File: src/rtl/fwd_hazard_unit_pkg.sv
// Shared select codes, shadow-stage record and forward-priority helper for fwd_hazard_unit.
package fwd_hazard_unit_pkg;

   localparam logic [1:0] FWD_RF    = 2'b00;
   localparam logic [1:0] FWD_EXMEM = 2'b01;
   localparam logic [1:0] FWD_MEMWB = 2'b10;

   // Shadow rd is stored at a fixed width; register addresses up to this wide are supported.
   localparam int SHADOW_AW = 8;

   typedef logic [SHADOW_AW-1:0] shadow_rd_t;

   typedef struct packed {
      logic       v;
      logic       ld;
      shadow_rd_t rd;
   } shadow_t;

   localparam shadow_t SHADOW_EMPTY = '{v: 1'b0, ld: 1'b0, rd: '0};

   // The youngest producer (EX) wins over MEM.
   function automatic logic [1:0] fwd_sel(input logic match_ex, input logic match_mem);
      if (match_ex)
         return FWD_EXMEM;
      else if (match_mem)
         return FWD_MEMWB;
      else
         return FWD_RF;
   endfunction

endpackage

File: src/rtl/fwd_hazard_unit_dep.sv
// dep_cmp: single-operand dependence comparator against one shadow pipeline stage.
module dep_cmp
   import fwd_hazard_unit_pkg::*;
#(
   parameter int REG_AW = 5
) (
   input  logic              src_use,
   input  logic [REG_AW-1:0] addr,
   input  logic              stage_v,
   input  shadow_rd_t        stage_rd,
   output logic              match
);

   // r0 is hard-wired zero, so a write to it never creates a dependence.
   assign match = src_use && stage_v && (shadow_rd_t'(addr) == stage_rd) && (addr != '0);

endmodule

File: src/rtl/fwd_hazard_unit.sv
// EX operand forwarding selects plus stall/bubble control, tracking EX/MEM destinations in a shadow copy.
// Define FWD_HAZARD_FWD_EN to enable forwarding; otherwise every dependence stalls until its producer reaches WB.
module fwd_hazard_unit
   import fwd_hazard_unit_pkg::*;
#(
   parameter int REG_AW = 5
) (
   input  logic              clk,
   input  logic              rst_n,
   input  logic              id_valid,
   input  logic [REG_AW-1:0] id_rs,
   input  logic [REG_AW-1:0] id_rt,
   input  logic              id_use_rs,
   input  logic              id_use_rt,
   input  logic [REG_AW-1:0] id_rd,
   input  logic              id_regwrite,
   input  logic              id_memread,
   input  logic              flush,
   output logic [1:0]        fwd_a,
   output logic [1:0]        fwd_b,
   output logic              stall,
   output logic              bubble
);

   shadow_t           ex_reg;
   shadow_t           mem_reg;
   shadow_t           ex_next;
   logic [REG_AW-1:0] src_addr [2];
   logic [1:0]        src_use;
   logic [1:0]        match_ex;
   logic [1:0]        match_mem;
   logic              hazard;
   logic              advance;
   logic [1:0]        fwd_a_next;
   logic [1:0]        fwd_b_next;
   logic              unused_mem_ld;

   assign src_addr[0] = id_rs;
   assign src_addr[1] = id_rt;
   assign src_use     = {id_use_rt, id_use_rs};

   // Index 0 is rs (operand A), index 1 is rt (operand B).
   generate
      for (genvar gi = 0; gi < 2; gi++) begin : g_src
         dep_cmp #(.REG_AW(REG_AW)) u_cmp_ex (
            .src_use  (src_use[gi]),
            .addr     (src_addr[gi]),
            .stage_v  (ex_reg.v),
            .stage_rd (ex_reg.rd),
            .match    (match_ex[gi])
         );
         dep_cmp #(.REG_AW(REG_AW)) u_cmp_mem (
            .src_use  (src_use[gi]),
            .addr     (src_addr[gi]),
            .stage_v  (mem_reg.v),
            .stage_rd (mem_reg.rd),
            .match    (match_mem[gi])
         );
      end
   endgenerate

`ifdef FWD_HAZARD_FWD_EN
   // Only a load in EX cannot be forwarded in time.
   assign hazard = id_valid && ex_reg.ld && (|match_ex);
`else
   assign hazard = id_valid && ((|match_ex) || (|match_mem));
`endif

   assign stall   = hazard && !flush;
   assign advance = id_valid && !stall && !flush;

   always_comb begin
      ex_next = SHADOW_EMPTY;
      if (advance) begin
         ex_next.v  = id_regwrite;
         ex_next.ld = id_memread && id_regwrite;
         ex_next.rd = shadow_rd_t'(id_rd);
      end
   end

   always_comb begin
      fwd_a_next = FWD_RF;
      fwd_b_next = FWD_RF;
`ifdef FWD_HAZARD_FWD_EN
      if (advance) begin
         fwd_a_next = fwd_sel(match_ex[0], match_mem[0]);
         fwd_b_next = fwd_sel(match_ex[1], match_mem[1]);
      end
`endif
   end

   always_ff @(posedge clk or negedge rst_n) begin
      if (!rst_n) begin
         ex_reg  <= SHADOW_EMPTY;
         mem_reg <= SHADOW_EMPTY;
         fwd_a   <= FWD_RF;
         fwd_b   <= FWD_RF;
         bubble  <= 1'b1;
      end else begin
         mem_reg <= ex_reg;
         ex_reg  <= ex_next;
         fwd_a   <= fwd_a_next;
         fwd_b   <= fwd_b_next;
         bubble  <= !advance;
      end
   end

   // The load flag only matters while the producer is in EX.
   assign unused_mem_ld = mem_reg.ld;

endmodule

File: config.mk
export PLATFORM = sky130hd
export DESIGN_NAME = fwd_hazard_unit
export DESIGN_NICKNAME = d
export VERILOG_FILES = /design/src/rtl/fwd_hazard_unit_pkg.sv /design/src/rtl/fwd_hazard_unit_dep.sv /design/src/rtl/fwd_hazard_unit.sv
export SDC_FILE = /design/constraint.sdc
export NUM_CORES = 1
export LEC_CHECK = 0
export BUFFER_PORTS_ARGS = -buffer_cell sky130_fd_sc_hd__buf_2
export CAP_MARGIN = 20
export CORE_MARGIN = 2
export CORE_UTILIZATION = 45
export DETAILED_ROUTE_END_ITERATION = 7
export GPL_ROUTABILITY_DRIVEN = 0
export PLACE_DENSITY = 0.82
export SKIP_LAST_GASP = 1
export SYNTH_ARGS = -nofsm -noshare
export SYNTH_HDL_FRONTEND = slang
export SYNTH_SLANG_ARGS = --single-unit
File: constraint.sdc
create_clock -name clk -period 1.5 [get_ports clk]
set_input_delay 0.225 -clock clk [delete_from_list [all_inputs] [get_ports clk]]
set_output_delay 0.225 -clock clk [all_outputs]
set_load 0.02 [all_outputs]
==> qor.yml <==
synthesis:
  avgSynthCellArea_um2: 10.7
  yosysSeqAreaShare_pct: 46.1
  syn_inst: 66
  synth_edf_count: 0
  yosysWarnings: 0
  yosys_register_bits: 13
  ys.flop_type: "dfrtp_1"
  ys_async_sr_fraction_pct: 100
  synthMostInstantiatedCell: "xnor2_1"
  synth_area_um2: 708
  synthTopCellsByCount: "xnor2_1 (20), dfrtp_1 (12), and2_1 (6), nand2_1 (6), buf_4 (4)"
  synth_cell_types: 19
  yosysTopAreaCellShare_pct: 42.4
  synth_area_leaders: "dfrtp_1 (42%), xnor2_1 (25%), and2_1 (5.3%), buf_4 (4.2%), dfstp_2 (3.7%)"
  synth_top_area_cell: "dfrtp_1"
worst_setup_path:
  path_delay_family: "simple AND/OR/NAND/NOR gates"
  critPathCaptureType: "primary output"
  reg2reg_to: "ex_reg[4]$_DFF_PN0_"
  critPathSlowestCell: "or4_4"
  crit_path_max_incr_delay_ns: 0.54
  worstPathMaxFanout: 2
  crit_required_ns: 1.27
  rr_worst_depth: 9
  rr_startpoint: "ex_reg[1]$_DFF_PN0_"
  critPathKind: "flop to primary output"
  critPathBufInv: 1
  setup.worst_path.start_class: "flop"
  crit_chain: "xnor2_1 > nand2_1 > or4_4 > a21boi_4 > buf_6"
  rrSetupSlack_ns: -0.30
  worst-endpoint-arrival_ns: 1.70
layout:
  syn2layout_area_growth_pct: 54.4
  n_antenna_cell: 0
  nets: 140
  drive_above_1_share_pct: 52.6
global_route:
  globalRouteOverflowTotal: 0
  antenna_found_initial: 0
  grt_max_degree: 14
  grt_pass1_wl_um: 2880
  grt_usage_pct: 21.1
  grt_pass1_vias: 702
die:
  num_io_pins: 29
  rows: 14
  die_area_um2: 1910
  core_um2: 1490
  dieHeight_um: 43.7
  start_util_pct: 47.6
  die_x_um: 43.7
clock_tree:
  clk_latency_ns: 0.27
  ctsLongestPathBuffers: 2
  path_clk_slew_ns: 0.07
  cts_tree: "built"
  cts_buffers: 3
  cts_max_level: 1
  cts.sinks: 13
  root_buffer: "clkbuf_4"
power:
  finalPower_mw: 0.769
  powerDensity_nw_per_um2: 704
  irDropWorstVdd_mv: 0.488
  p_leak_nw: 0.504
worst_hold_path:
  holdPathStages: 2
  min_to: "ex_reg[4]$_DFF_PN0_"
  hold_path.class: "input pin to flop"
  hold_start: "id_rd[4]"
detailed_routing:
  postRouteAntennaNets: 0
  vias: 656
  via_per_inst: 4.97
  drt_pass1_iterations: 4
  drtIter0Drc: 5
  routed_wl_um: 1800
  remaining_drc_errors: 0
  wl_per_cell_um: 13.6
timing:
  rsz0062_at_grt: "yes"
  final_hold_viol_count: 0
  drv_slew: 0
  fin_skew_ns: 0.00304
  finalSetupViolCount: 8
  min_period_ns: 1.92
  post-route-period-util_pct: 128
  setup_slack_ns: -0.424
  whs_ns: 0.161
  fmax_mhz: 520
status:
  outcome: "finished, violations left"
  violations: "negative setup slack"
place:
  dp.final_hpwl_um: 1380
  port_buffers: 23
flow_run:
  max_cap_violations: 0
[per-layer routing]
metal / vias up / global-route usage (%) / share of wire [%]
li1: 314 / - / -
met1: 303 / 22.3 / 38
met2: 29 / 37.6 / 51
met3: 10 / 3.33 / 5.4
met4: 0 / 14.5 / 5.2
met5: - / 0 / 0
[kinds of logic after synthesis]
kind of cell | synth area share, %
XOR/XNOR | 24.7
AND/OR/NAND/NOR | 15.9
flip-flops | 46.1
AO/OA/AOI/OAI | 7.95
buffers and inverters | 4.77
other | 0.530
[cell type report]
class / count / area [um2]
Fill cell: 107 / 395
Timing Repair Buffer: 47 / 304
Clock buffer: 3 / 22.5
Tap cell: 16 / 20.0
Sequential cell: 13 / 327
Clock inverter: 1 / 5.00
Inverter: 1 / 3.75
Multi-Input combinational cell: 51 / 412
[where the power goes]
part | switching, mW | internal, mW | leakage (nW) | total (mW)
clock network | 0.103 | 0.0987 | 0.0177 | 0.201
logic | 0.0869 | 0.105 | 0.314 | 0.192
registers | 0.0103 | 0.365 | 0.172 | 0.376
total | 0.200 | 0.570 | 0.504 | 0.769
[per-stage QoR]
step | setup WS (ns) | cell area, um2 | setup TNS [ns] | std cells | utilization, %
after floorplan | -0.0635 | 734 | -0.115 | 69 | -
after global routing | -0.510 | 1090 | -3.21 | 132 | 73.4
after CTS | -0.459 | 1070 | -2.00 | 131 | 71.9
after global placement | -0.280 | 967 | -1.52 | 121 | 65.0
after detailed placement | -0.310 | 967 | -1.89 | 121 | 65.0
final | -0.424 | 1090 | -2.33 | 132 | 73.4
[layout by cell type (no fill, tap or decap)]
master and n:
clkinv_2 1, xnor2_1 18, dfrtp_1 12, and2_1 6
dlygate4sd3_1 1, buf_4 23, o41ai_2 1, nor3_2 1
nand4_1 3, inv_1 1, o22ai_2 1, dfstp_2 1
a211oi_2 1, conb_1 4, buf_6 1, xnor2_2 2
nand2_1 6, or4_4 1, a21oi_2 1, buf_2 22
nor2b_1 1, o21a_1 1, or4_1 2, a21boi_4 1
o21ai_2 1, clkbuf_4 3
[worst max path at each step]
stage | from | endpoint | slack (ns) | depth (start not counted)
after floorplan | ex_reg[4]$_DFF_PN0_ | stall | -0.06 | 4
after global placement | id_rs[0] | stall | -0.28 | 7
after detailed placement | id_rs[0] | stall | -0.31 | 7
after CTS | ex_reg[1]$_DFF_PN0_ | stall | -0.46 | 5
after global routing | ex_reg[4]$_DFF_PN0_ | stall | -0.51 | 5
final | ex_reg[4]$_DFF_PN0_ | stall | -0.42 | 5
[repair_timing]
item                                   in CTS  in global routing
hold buffers                                1                  0
resized for setup                           6                  2
buffers inserted                           20                  1
endpoints found under the hold margin      12                  0
setup endpoints to repair                   8                  8
pin swaps                                  11                  8
No activity file was read; power rests on OpenSTA's default activity.
